**config.mk**
```make
export PLATFORM = sky130hd
export DESIGN_NAME = mem_stage
export DESIGN_NICKNAME = d
export VERILOG_FILES = /design/src/rtl/mem_stage_pkg.sv /design/src/rtl/lsu_align.sv /design/src/rtl/mem_stage.sv
export SDC_FILE = /design/constraint.sdc
export NUM_CORES = 1
export LEC_CHECK = 0
export ABC_AREA = 1
export BUFFER_PORTS_ARGS = -buffer_cell sky130_fd_sc_hd__clkbuf_2
export CAP_MARGIN = 20
export CORE_ASPECT_RATIO = 1.25
export CORE_UTILIZATION = 40
export CTS_CLUSTER_SIZE = 30
export DETAILED_ROUTE_END_ITERATION = 8
export PLACE_DENSITY = 0.68
export SYNTH_ARGS = -nofsm -noshare
export SYNTH_HDL_FRONTEND = slang
export SYNTH_SLANG_ARGS = --single-unit
```
**constraint.sdc**
```tcl
create_clock -name clk -period 12.8 [get_ports clk]
set_input_delay 2.56 -clock clk [delete_from_list [all_inputs] [get_ports clk]]
set_output_delay 2.56 -clock clk [all_outputs]
set_load 0.01 [all_outputs]
```
**src/rtl/mem_stage_pkg.sv**
```systemverilog
// Shared definitions for the MEM stage: load/store size encodings and FSM states.
package mem_stage_pkg;

   localparam logic [2:0] F3Byte  = 3'b000;
   localparam logic [2:0] F3Half  = 3'b001;
   localparam logic [2:0] F3Word  = 3'b010;
   localparam logic [2:0] F3ByteU = 3'b100;
   localparam logic [2:0] F3HalfU = 3'b101;

   typedef enum logic [1:0] {SzByte, SzHalf, SzWord} mem_size_e;

   typedef enum logic {StIdle, StWait} mem_state_e;

   // Unlisted funct3 encodings behave as full-word accesses.
   function automatic mem_size_e decode_size(input logic [2:0] funct3);
      case (funct3)
         F3Byte, F3ByteU: return SzByte;
         F3Half, F3HalfU: return SzHalf;
         F3Word:          return SzWord;
         default:         return SzWord;
      endcase
   endfunction

   function automatic logic is_signed_load(input logic [2:0] funct3);
      return !funct3[2];
   endfunction

endpackage

```
**src/rtl/lsu_align.sv**
```systemverilog
// Byte-lane logic for the MEM stage: misalignment, byte enables, store
// replication and load extraction with sign/zero extension.
module lsu_align
   import mem_stage_pkg::*;
(
   input  logic [1:0]  addr_lo_i,
   input  logic [2:0]  funct3_i,
   input  logic [31:0] store_data_i,
   input  logic [31:0] load_word_i,
   output logic        misalign_o,
   output logic [3:0]  byte_en_o,
   output logic [31:0] store_wdata_o,
   output logic [31:0] load_data_o
);

   mem_size_e   size;
   logic        sext;
   logic [31:0] shifted;

   always_comb begin
      size          = decode_size(funct3_i);
      sext          = is_signed_load(funct3_i);
      shifted       = load_word_i >> {addr_lo_i, 3'b000};
      misalign_o    = 1'b0;
      byte_en_o     = 4'b1111;
      store_wdata_o = store_data_i;
      load_data_o   = shifted;
      case (size)
         SzByte: begin
            byte_en_o     = 4'b0001 << addr_lo_i;
            store_wdata_o = {4{store_data_i[7:0]}};
            load_data_o   = {{24{sext & shifted[7]}}, shifted[7:0]};
         end
         SzHalf: begin
            misalign_o    = addr_lo_i[0];
            byte_en_o     = 4'b0011 << addr_lo_i;
            store_wdata_o = {2{store_data_i[15:0]}};
            load_data_o   = {{16{sext & shifted[15]}}, shifted[15:0]};
         end
         default: begin
            misalign_o    = |addr_lo_i;
         end
      endcase
   end

endmodule

```
**src/rtl/mem_stage.sv**
```systemverilog
// MEM pipeline stage: drives a req/ack data memory, stalls upstream while an
// access is outstanding and produces the registered MEM/WB slot.
module mem_stage
   import mem_stage_pkg::*;
#(
   parameter int unsigned TIMEOUT_CYCLES = 255
) (
   input  logic        clk,
   input  logic        rst,
   input  logic        ex_mem_valid_i,
   input  logic [31:0] ex_mem_alu_result_i,
   input  logic [31:0] ex_mem_rs2_data_i,
   input  logic        ex_mem_mem_read_i,
   input  logic        ex_mem_mem_write_i,
   input  logic [2:0]  ex_mem_funct3_i,
   input  logic [4:0]  ex_mem_rd_addr_i,
   input  logic        ex_mem_reg_write_i,
   output logic        dmem_req_o,
   output logic        dmem_we_o,
   output logic [31:0] dmem_addr_o,
   output logic [3:0]  dmem_be_o,
   output logic [31:0] dmem_wdata_o,
   input  logic        dmem_ack_i,
   input  logic [31:0] dmem_rdata_i,
   output logic        stall_o,
   output logic        mem_wb_valid_o,
   output logic [31:0] mem_wb_result_o,
   output logic [4:0]  mem_wb_rd_addr_o,
   output logic        mem_wb_reg_write_o,
   output logic        misalign_o,
   output logic        timeout_o
);

   localparam logic [7:0] TimeoutLast = 8'(TIMEOUT_CYCLES - 1);

   mem_state_e  state_q;
   logic [7:0]  cnt_q;
   logic [31:0] addr_q;
   logic [2:0]  funct3_q;
   logic [4:0]  rd_q;
   logic        rw_q;
   logic        req_q;
   logic        we_q;
   logic [3:0]  be_q;
   logic [31:0] wdata_q;
   logic        wb_valid_q;
   logic [31:0] wb_result_q;
   logic [4:0]  wb_rd_q;
   logic        wb_rw_q;
   logic        mis_q;
   logic        to_q;

   logic        in_wait;
   logic        is_mem;
   logic        start;
   logic        to_fire;
   logic [1:0]  lsu_off;
   logic [2:0]  lsu_funct3;
   logic        lsu_misalign;
   logic [3:0]  lsu_be;
   logic [31:0] lsu_wdata;
   logic [31:0] lsu_load;

   assign in_wait = (state_q == StWait);
   assign is_mem  = ex_mem_valid_i & (ex_mem_mem_read_i | ex_mem_mem_write_i);
   assign start   = !in_wait & is_mem & !lsu_misalign;
   assign to_fire = in_wait & !dmem_ack_i & (cnt_q == TimeoutLast);
   assign stall_o = !rst & (start | (in_wait & !dmem_ack_i & !to_fire));

   // One aligner serves both phases: request setup in IDLE, load extraction in WAIT.
   assign lsu_off    = in_wait ? addr_q[1:0] : ex_mem_alu_result_i[1:0];
   assign lsu_funct3 = in_wait ? funct3_q : ex_mem_funct3_i;

   lsu_align u_lsu_align (
      .addr_lo_i     (lsu_off),
      .funct3_i      (lsu_funct3),
      .store_data_i  (ex_mem_rs2_data_i),
      .load_word_i   (dmem_rdata_i),
      .misalign_o    (lsu_misalign),
      .byte_en_o     (lsu_be),
      .store_wdata_o (lsu_wdata),
      .load_data_o   (lsu_load)
   );

   always_ff @(posedge clk or posedge rst) begin
      if (rst) begin
         state_q     <= StIdle;
         cnt_q       <= 8'd0;
         addr_q      <= 32'd0;
         funct3_q    <= 3'd0;
         rd_q        <= 5'd0;
         rw_q        <= 1'b0;
         req_q       <= 1'b0;
         we_q        <= 1'b0;
         be_q        <= 4'd0;
         wdata_q     <= 32'd0;
         wb_valid_q  <= 1'b0;
         wb_result_q <= 32'd0;
         wb_rd_q     <= 5'd0;
         wb_rw_q     <= 1'b0;
         mis_q       <= 1'b0;
         to_q        <= 1'b0;
      end else begin
         mis_q <= 1'b0;
         to_q  <= 1'b0;
         case (state_q)
            StIdle: begin
               if (is_mem && lsu_misalign) begin
                  wb_valid_q  <= 1'b1;
                  wb_result_q <= ex_mem_alu_result_i;
                  wb_rd_q     <= ex_mem_rd_addr_i;
                  wb_rw_q     <= 1'b0;
                  mis_q       <= 1'b1;
               end else if (is_mem) begin
                  state_q     <= StWait;
                  cnt_q       <= 8'd0;
                  req_q       <= 1'b1;
                  we_q        <= ex_mem_mem_write_i;
                  addr_q      <= ex_mem_alu_result_i;
                  funct3_q    <= ex_mem_funct3_i;
                  be_q        <= lsu_be;
                  wdata_q     <= lsu_wdata;
                  rd_q        <= ex_mem_rd_addr_i;
                  rw_q        <= ex_mem_reg_write_i;
                  wb_valid_q  <= 1'b0;
                  wb_result_q <= 32'd0;
                  wb_rd_q     <= 5'd0;
                  wb_rw_q     <= 1'b0;
               end else begin
                  wb_valid_q  <= ex_mem_valid_i;
                  wb_result_q <= ex_mem_alu_result_i;
                  wb_rd_q     <= ex_mem_rd_addr_i;
                  wb_rw_q     <= ex_mem_reg_write_i;
               end
            end
            StWait: begin
               if (dmem_ack_i) begin
                  state_q     <= StIdle;
                  req_q       <= 1'b0;
                  wb_valid_q  <= 1'b1;
                  wb_result_q <= we_q ? 32'd0 : lsu_load;
                  wb_rd_q     <= rd_q;
                  wb_rw_q     <= rw_q;
               end else if (cnt_q == TimeoutLast) begin
                  state_q     <= StIdle;
                  req_q       <= 1'b0;
                  wb_valid_q  <= 1'b1;
                  wb_result_q <= 32'd0;
                  wb_rd_q     <= rd_q;
                  wb_rw_q     <= 1'b0;
                  to_q        <= 1'b1;
               end else begin
                  cnt_q <= cnt_q + 8'd1;
               end
            end
            default: state_q <= StIdle;
         endcase
      end
   end

   assign dmem_req_o         = req_q;
   assign dmem_we_o          = we_q;
   assign dmem_addr_o        = {addr_q[31:2], 2'b00};
   assign dmem_be_o          = be_q;
   assign dmem_wdata_o       = wdata_q;
   assign mem_wb_valid_o     = wb_valid_q;
   assign mem_wb_result_o    = wb_result_q;
   assign mem_wb_rd_addr_o   = wb_rd_q;
   assign mem_wb_reg_write_o = wb_rw_q;
   assign misalign_o         = mis_q;
   assign timeout_o          = to_q;

endmodule
```
==> results.json, run 1 <==
{
  "synth.distinct_cells": 31,
  "synth_compound_area_share_pct": 9.20,
  "place_congestion": 0.859,
  "fin_nets": 1205,
  "ir_drop_uv": 125,
  "syn_area_per_cell_um2": 7.40,
  "rows": 53,
  "cts_buffers": 17,
  "top_level_ports": 223,
  "crit_fanout": 47,
  "drive_gt1_share_pct": 24.7,
  "wl_um": 20700,
  "final_area_um2": 8430,
  "synth_top_area_cell": "dfrtp_1",
  "die_h_um": 149,
  "fin_crit_sh_pct": 59.5,
  "min_path_type": "reg -> reg",
  "timing.max_cap.violations": 0,
  "grt_pass1_wl_um": 32800,
  "critPathCaptureType": "output pin",
  "syn2layout_area_growth_pct": 21.5,
  "p_leak_nw": 4.62,
  "whs_ns": 0.472,
  "ant_nets": 0,
  "grt_usage_pct": 23.7,
  "post-cts-setup-buffers": 0,
  "outcome": "finished, final reports clean",
  "tightest_slew_ns": 0.995,
  "synth_top_area_share_pct": 46.5,
  "synth-adder-area-share_pct": 0.361,
  "synth_top_family_by_area": "simple AND/OR/NAND/NOR gates",
  "cp-start-kind": "input port",
  "finalHoldViolCount": 0,
  "ys_seq_area_share_pct": 46.5,
  "synthMuxAreaShare_pct": 0,
  "wire_per_inst_um": 15.6,
  "clkSinkCount": 129,
  "powerDensity_nw_per_um2": 246,
  "final_cell_mix": "nand2_1 (323), clkbuf_2 (220), nand3_1 (158)",
  "grt_overflow": 0,
  "ctsResizeCount": 0,
  "setup_tns_ns": 0,
  "critPathRequiredTime_ns": 10.24,
  "port_buffers": 220,
  "path_class": "in -> out",
  "drc": 0,
  "clk_latency_ns": 0.42,
  "die_area_um2": 17900,
  "dp.cells": 1293,
  "finalCoreUtilization_pct": 49.8,
  "syn_area_um2": 6940,
  "postCtsHoldBufs": 0,
  "clk_path_buf_depth": 2,
  "drtPass1Iterations": 7,
  "synth_seq_cells": 129,
  "viasPerCell": 5.02,
  "core_um2": 16900,
  "clock-root-buffer": "clkbuf_16",
  "yosys-top-cells-area": "dfrtp_1 (47%), nand2_1 (17%), nand3_1 (11%)",
  "slew_violations": 0,
  "dpl.hpwl_um": 14700,
  "max_freq_mhz": 131,
  "yosys_warnings": 0,
  "rsz0062_at_grt": "false",
  "period_needed_ns": 7.62,
  "final_common_cell": "nand2_1",
  "antenna_cells": 0,
  "cts_tree": "yes",
  "clkTransAtPathRegs_ns": 0.05,
  "synth-xor-area-share_pct": 0.631,
  "fillers": 1735,
  "drt_iter0_drc": 367,
  "grt_pass1_vias": 6182,
  "grt_antenna_before_repair": 1,
  "die_w_um": 120,
  "via_count": 6641,
  "synthSimpleGateAreaFrac_pct": 32.8,
  "setup_viol": 0,
  "maxSlewHeadroom_pct": 33.3,
  "placed_cell_area_um2": 7870,
  "grt_start_max_net_pins": 89,
  "synthCells": 937,
  "layout.cells.non_filler": 1323,
  "crit_arrival_ns": 5.06,
  "skew_ns": 0.00546,
  "start_util_pct": 41.0,
  "cts_max_level": 4
}
[synth_stat cells (all sizes together)]
cell	n
conb	1
a21oi	37
o211ai	8
buf	55
inv	54
ha	2
o21ai	71
nor2	42
xnor2	2
nand4	1
o311ai	1
nor3b	1
nor3	3
clkbuf	36
nand3	160
xor2	3
nand2	331
dfrtp	129
[final timing paths]
kind                                    start          endpoint  slack [ns]  depth (start not counted)
min reg2reg                           rd_q[2]           rd_q[2]        0.47                          2
min                                   rd_q[2]           rd_q[2]        0.47                          2
min in group asynchronous                 rst        dmem_req_o        2.23                          2
max in group asynchronous                 rst           in_wait        9.27                          3
max reg2reg                           in_wait  dmem_wdata_o[24]        8.48                          8
max                        ex_mem_funct3_i[1]           stall_o        5.18                          7
[worst max-delay path, cell delays in order]
cell,delay (ns)
clkbuf_2,0.09
nand2_1,0.07
nand2_2,0.40
o211ai_4,0.96
nand2_4,0.53
a21oi_1,0.27
clkbuf_2,0.15
[area by class of cell]
cell class                      count  area (um^2)  share of cell area [%]
Tap cell                          220          275                    3.27
Clock inverter                      6         82.6                   0.980
Timing Repair Buffer              226         1150                    13.6
Sequential cell                   129         3230                    38.3
Inverter                           54          210                    2.49
Clock buffer                       24          482                    5.71
Multi-Input combinational cell    664         3000                    35.6
[registers in the layout (all words and copies together), names as in the netlist]
name and cells:
addr_q 32, in_wait 1, mem_wb_reg_write_o 1, dmem_we_o 1, mem_wb_result_o 32, dmem_req_o 1
cnt_q 8, dmem_wdata_o 32, funct3_q 3, misalign_o 1, rw_q 1, mem_wb_valid_o 1
rd_q 5, dmem_be_o 4, mem_wb_rd_addr_o 5, timeout_o 1
[metrics by stage]
step           total power [mW]  setup slack [ns]
2_1_floorplan              1.36              6.56
5_1_grt                    2.24              4.89
3_3_place_gp               1.59              5.22
3_5_place_dp               1.61              5.21
6_report                   2.07              5.18
4_1_cts                    2.09              5.18
[metal layers]
| layer | GRT usage, % | vias to the layer above | part of all wire [%] |
|---|---|---|---|
| met1 | 30.3 | 3072 | 43 |
| met4 | 6.81 | 0 | 1.6 |
| met2 | 38.9 | 233 | 49 |
| met3 | 6.73 | 26 | 6.7 |
| met5 | 0 | - | 0 |
| li1 | - | 3310 | - |
[power breakdown]
group | internal [mW] | leakage [nW] | switching [mW]
Combinational | 0.303 | 2.72 | 0.581
Clock | 0.299 | 0.276 | 0.173
Sequential | 0.590 | 1.62 | 0.127
Total | 1.19 | 4.62 | 0.881
[cells by family after synthesis]
| family | after synthesis |
|---|---|
| other | 1 |
| AND/OR/NAND/NOR | 538 |
| adder cells (fa/ha/maj) | 2 |
| XOR/XNOR | 5 |
| buffers and inverters | 145 |
| flip-flops | 129 |
| AO/OA/AOI/OAI | 117 |
No activity file was read; power rests on OpenSTA's default activity.
==> run 2, diff against run 1 <==
--- a/config.mk
+++ b/config.mk
@@ -5,14 +5,14 @@
 export SDC_FILE = /design/constraint.sdc
 export NUM_CORES = 1
 export LEC_CHECK = 0
-export ABC_AREA = 1
+export ABC_AREA = 0
 export BUFFER_PORTS_ARGS = -buffer_cell sky130_fd_sc_hd__clkbuf_2
 export CAP_MARGIN = 20
 export CORE_ASPECT_RATIO = 1.25
 export CORE_UTILIZATION = 40
 export CTS_CLUSTER_SIZE = 30
 export DETAILED_ROUTE_END_ITERATION = 8
-export PLACE_DENSITY = 0.68
+export PLACE_DENSITY = 0.69
 export SYNTH_ARGS = -nofsm -noshare
 export SYNTH_HDL_FRONTEND = slang
 export SYNTH_SLANG_ARGS = --single-unit
==> constraint.sdc (replaced) <==
create_clock -name clk -period 7.05 [get_ports clk]
set_input_delay 1.41 -clock clk [delete_from_list [all_inputs] [get_ports clk]]
set_output_delay 1.41 -clock clk [all_outputs]
set_load 0.01 [all_outputs]
==> results.json, run 2 <==
{
  "async_reset_ff_share_pct": 100,
  "cts_buffers": 17,
  "drt_iter0_drc": 320,
  "grt_pass1_vias": 5596,
  "dp.cells": 1064,
  "start_util_pct": 41.0,
  "syn_area_um2": 6650,
  "p_sw_share_pct": 39.9,
  "powerDensity_nw_per_um2": 471,
  "setup_tns_ns": 0,
  "synth_edf_count": 0,
  "critPathRequiredTime_ns": 5.64,
  "combPwrFrac_pct": 43.6,
  "grt_overflow": 0,
  "wl_met1_um": 7790,
  "ff2ff_path_depth": 6,
  "drive_gt1_share_pct": 33.7,
  "grt_antenna_before_repair": 0,
  "post-cts-setup-buffers": 0,
  "finalHoldViolCount": 0,
  "clkSinkCount": 129,
  "internal_power_mw": 2.33,
  "crit_end": "stall_o",
  "port_buffers": 220,
  "r2r_setup_slack_ns": 3.51,
  "max_freq_mhz": 218,
  "clkTransAtPathRegs_ns": 0.05,
  "ctsResizeCount": 0,
  "drc": 0,
  "min_path_type": "reg -> reg",
  "cts_tree": "yes",
  "final_area_um2": 8240,
  "cts_max_level": 4,
  "final_cell_mix": "clkbuf_2 (220), nand2_1 (215), dfrtp_1 (129)",
  "grt_pass1_wl_um": 30300,
  "p_seq_share_pct": 33.0,
  "clock_power_share_pct": 23.5,
  "critPathCaptureType": "output pin",
  "synth.distinct_cells": 61,
  "final_common_cell": "clkbuf_2",
  "grt_usage_pct": 23.0,
  "route.met3.wl_um": 1270,
  "crit_arrival_ns": 3.18,
  "startpoint": "ex_mem_alu_result_i[0]",
  "wl_um": 19200,
  "antenna_cells": 0,
  "fin_total_pwr_mw": 3.88,
  "outcome": "finished, final reports clean",
  "tightest_slew_ns": 1.09,
  "cp-start-kind": "input port",
  "fin_nets": 981,
  "rows": 52,
  "switchingPower_mw": 1.55,
  "wire_per_inst_um": 17.5,
  "synth_ff_type": "dfrtp_1",
  "postCtsHoldBufs": 0,
  "rsz0062_at_grt": "false",
  "period_needed_ns": 4.59,
  "yosys_warnings": 0,
  "synth_top_area_cell": "dfrtp_1",
  "maxSlewHeadroom_pct": 27.6,
  "r2r_end": "mem_wb_result_o[26]",
  "wl_met2_um": 9600,
  "syn_area_per_cell_um2": 9.57,
  "synth.most_common_cell": "nand2_1",
  "yosys-top-cells-area": "dfrtp_1 (49%), nand2_1 (12%), buf_4 (4.1%)",
  "synthCells": 695,
  "grt_start_max_net_pins": 79,
  "die_w_um": 117,
  "clk_latency_ns": 0.42,
  "via_count": 5728,
  "clk_path_buf_depth": 2,
  "top_level_ports": 223,
  "synth_seq_cells": 129,
  "worstReg2RegStart": "in_wait",
  "dpl.hpwl_um": 13500,
  "viasPerCell": 5.23,
  "clock-root-buffer": "clkbuf_16",
  "ir_drop_uv": 195,
  "fillers": 1549,
  "layout.cells.non_filler": 1095,
  "netlist_top_cells_count": "nand2_1 (215), dfrtp_1 (129), buf_4 (36)",
  "core_um2": 16200,
  "synth_top_area_share_pct": 48.5,
  "setup_viol": 0,
  "drtPass1Iterations": 7,
  "timing.max_cap.violations": 0,
  "die_h_um": 146,
  "hp-start": "rd_q[0]",
  "routed.top_layer": "met4",
  "syn2layout_area_growth_pct": 23.8,
  "fin_crit_sh_pct": 65.1,
  "die_area_um2": 17100,
  "crit_fanout": 13,
  "slew_violations": 0,
  "skew_ns": 0.00904,
  "ys_seq_area_share_pct": 48.5,
  "place_congestion": 0.811,
  "placed_cell_area_um2": 7620,
  "p_leak_nw": 4.20,
  "ant_nets": 0,
  "path_class": "in -> out"
}
[run 2: cell types whose count changed after synthesis, moves of 11 or more]
cell      change
a21oi_1      -19
a22oi_1      +32
a31oi_1      +11
clkbuf_1     -24
inv_1        -48
mux2i_1      +25
nand2_1     -108
nand3_1     -152
o21ai_0      -30
[run 2: worst max-delay path, cell delays in order]
cell	delay, ns
clkbuf_2	0.19
o32ai_2	0.97
o31a_2	0.27
nor2_1	0.08
nor2_1	0.12
clkbuf_2	0.14
[run 2: power by group through the flow]
stage / combinational [mW] / clock, mW / sequential, mW
detailed placement: 1.70 / 0 / 1.28
global route: 1.86 / 0.958 / 1.32
CTS: 1.70 / 0.926 / 1.28
global placement: 1.67 / 0 / 1.28
finish: 1.69 / 0.909 / 1.28
floorplan: 1.14 / 0 / 1.36
[run 2: through the flow]
stage               hold slack, ns  setup WS [ns]  utilization [%]
finish                       0.467           2.46             50.8
global route                 0.483           2.36             50.8
global placement             0.451           2.49             47.0
CTS                          0.468           2.44             50.8
detailed placement           0.454           2.45             47.0
floorplan                    0.437           2.20                -
[run 2: cells by family after synthesis]
group / after synthesis / share of synthesized area (%)
simple gates: 285 / 17.4
compound gates: 147 / 16.7
flops: 129 / 48.5
buf+inv: 83 / 7.85
mux: 43 / 8.39
xor+xnor: 5 / 0.659
fa+ha+maj: 2 / 0.376
other cells: 1 / 0.0564
[run 2: final cells by class]
| cell class | instances | area (um^2) | area share [%] |
|---|---|---|---|
| timing repair buffer | 231 | 1180 | 14.4 |
| inverter | 5 | 23.8 | 0.289 |
| clock buffer | 25 | 505 | 6.14 |
| clock inverter | 5 | 100 | 1.22 |
| tap | 216 | 270 | 3.28 |
| multi-input combinational | 484 | 2920 | 35.5 |
| sequential | 129 | 3230 | 39.2 |
[run 2: how the worst min path moves through the flow]
stage,to,slack [ns],cells past startpoint
detailed placement,rd_q[4],0.45,2
floorplan,rd_q[4],0.44,2
global placement,rd_q[4],0.45,2
finish,rd_q[0],0.47,2
CTS,rd_q[4],0.47,2
global route,rd_q[0],0.48,2
[run 2: layer usage]
layer  up-vias  GRT usage (%)
li1       2720              -
met1      2763           27.5
met2       212           38.1
met3        33           5.90
met4         0           11.6
met5         -              0
==> run 3, diff against run 2 <==
--- a/config.mk
+++ b/config.mk
@@ -5,14 +5,14 @@
 export SDC_FILE = /design/constraint.sdc
 export NUM_CORES = 1
 export LEC_CHECK = 0
-export ABC_AREA = 0
+export ABC_AREA = 1
 export BUFFER_PORTS_ARGS = -buffer_cell sky130_fd_sc_hd__clkbuf_2
 export CAP_MARGIN = 20
 export CORE_ASPECT_RATIO = 1.25
 export CORE_UTILIZATION = 40
 export CTS_CLUSTER_SIZE = 30
 export DETAILED_ROUTE_END_ITERATION = 8
-export PLACE_DENSITY = 0.69
+export PLACE_DENSITY = 0.68
 export SYNTH_ARGS = -nofsm -noshare
 export SYNTH_HDL_FRONTEND = slang
 export SYNTH_SLANG_ARGS = --single-unit
==> constraint.sdc (replaced) <==
create_clock -name clk -period 4.5 [get_ports clk]
set_input_delay 0.9 -clock clk [delete_from_list [all_inputs] [get_ports clk]]
set_output_delay 0.9 -clock clk [all_outputs]
set_load 0.01 [all_outputs]
==> results.json, run 3 (synthesis results as in run 1) <==
{
  "outcome": "finished, final reports clean",
  "crit_buf_inv": 2,
  "port_buffers": 220,
  "ant_nets": 0,
  "wire_per_inst_um": 15.4,
  "drt_iter0_drc": 376,
  "powerDensity_nw_per_um2": 702,
  "rsz0062_at_grt": "false",
  "drive_gt1_share_pct": 25.3,
  "dpl.hpwl_um": 14600,
  "timing.max_cap.violations": 0,
  "tightest_slew_ns": 1.01,
  "grt_overflow": 0,
  "grt_pass1_vias": 6140,
  "fillers": 1717,
  "multi_input_area_um2": 3000,
  "syn2layout_area_growth_pct": 22.5,
  "drtPass1Iterations": 5,
  "layout.cells.non_filler": 1331,
  "clkSinkCount": 129,
  "via_count": 6628,
  "cpMostUsedCell": "nand2_1",
  "grt_antenna_before_repair": 1,
  "final_cell_mix": "nand2_1 (323), clkbuf_2 (220), nand3_1 (158)",
  "viasPerCell": 4.98,
  "ctsResizeCount": 0,
  "critPathSlowestCell": "dfrtp_2",
  "rows": 53,
  "finalHoldViolCount": 0,
  "path_class": "reg -> out",
  "maxSlewHeadroom_pct": 32.5,
  "seqCellArea_um2": 3230,
  "min_path_type": "reg -> reg",
  "die_area_um2": 17900,
  "crit_family": "simple AND/OR/NAND/NOR gates",
  "max_freq_mhz": 240,
  "slew_violations": 0,
  "clock-root-buffer": "clkbuf_16",
  "cp-start-kind": "register",
  "setup_tns_ns": 0,
  "fin_nets": 1211,
  "hp-start": "dmem_wdata_o[13]",
  "clkTransAtPathRegs_ns": 0.06,
  "max_stage_delay_ns": 0.67,
  "period_needed_ns": 4.17,
  "start_util_pct": 41.0,
  "critPathCaptureType": "output pin",
  "cts_buffers": 17,
  "die_w_um": 120,
  "r2r_setup_slack_ns": 0.88,
  "fin_total_pwr_mw": 5.96,
  "setup_viol": 0,
  "core_um2": 16900,
  "skew_ns": 0.00784,
  "clk_latency_ns": 0.42,
  "worstReg2RegStart": "in_wait",
  "postCtsHoldBufs": 0,
  "top_level_ports": 223,
  "startpoint": "in_wait",
  "ir_drop_uv": 297,
  "crit_arrival_ns": 3.27,
  "cp_cell_sequence": "buf_4 > nand2_1 > nand2_1 > nand2_1 > o211ai_4 > nand2_4 > a21oi_1 > clkbuf_2",
  "clk_path_buf_depth": 2,
  "place_ws_ns": 0.607,
  "critPathRequiredTime_ns": 3.60,
  "cts_tree": "yes",
  "finalCoreUtilization_pct": 50.2,
  "place_congestion": 0.845,
  "final_common_cell": "nand2_1",
  "grt_start_max_net_pins": 108,
  "crit_fanout": 35,
  "cts_max_level": 4,
  "grt_pass1_wl_um": 32300,
  "fin_crit_sh_pct": 92.6,
  "dp.cells": 1299,
  "fin_ws_ns": 0.333,
  "wl_um": 20500,
  "die_h_um": 149,
  "drc": 0,
  "post-cts-setup-buffers": 0,
  "grt_usage_pct": 23.4,
  "p_leak_nw": 4.64
}
## run 3: layout make-up
class                           instances  share of cell area, %
Timing Repair Buffer                  232                   14.0
Antenna cell                            1                 0.0295
Sequential cell                       129                   38.0
Multi-Input combinational cell        664                   35.4
Tap cell                              220                   3.24
Clock buffer                           22                   5.58
Clock inverter                          9                   1.27
Inverter                               54                   2.47
## run 3: power breakdown
| part | switching [mW] | leakage, nW | internal (mW) |
|---|---|---|---|
| Combinational | 1.68 | 2.75 | 0.889 |
| Sequential | 0.342 | 1.62 | 1.68 |
| Clock | 0.518 | 0.270 | 0.853 |
## run 3: path summary, 6_finish.rpt
path,endpoint,depth (start not counted)
worst max-delay path,stall_o,8
worst min-delay path,dmem_wdata_o[13],2
worst max register to register,dmem_wdata_o[26],9
worst min register to register,dmem_wdata_o[13],2
max in group asynchronous,addr_q[27],3
min in group asynchronous,dmem_req_o,2
## run 3: layer usage
metal	global-route usage, %	vias to the layer above	wire (um)
met2	39.5	225	10200
met3	4.70	29	1230
met1	29.5	3064	8640
li1	-	3310	-
met4	8.63	0	433
met5	0	-	0
## run 3: per-stage QoR
| step | area (um^2) | hold WS (ns) |
|---|---|---|
| final | 8490 | 0.467 |
| after detailed placement | 7910 | 0.457 |
| after global placement | 7910 | 0.455 |
| after floorplan | 6940 | 0.442 |
| after CTS | 8490 | 0.472 |
| after global routing | 8490 | 0.485 |
## run 3: tightest hold or removal path: stages (launching register included)
cell and delay, ns:
dfrtp_1 0.34, nand2_1 0.05, nand2_1 0.05
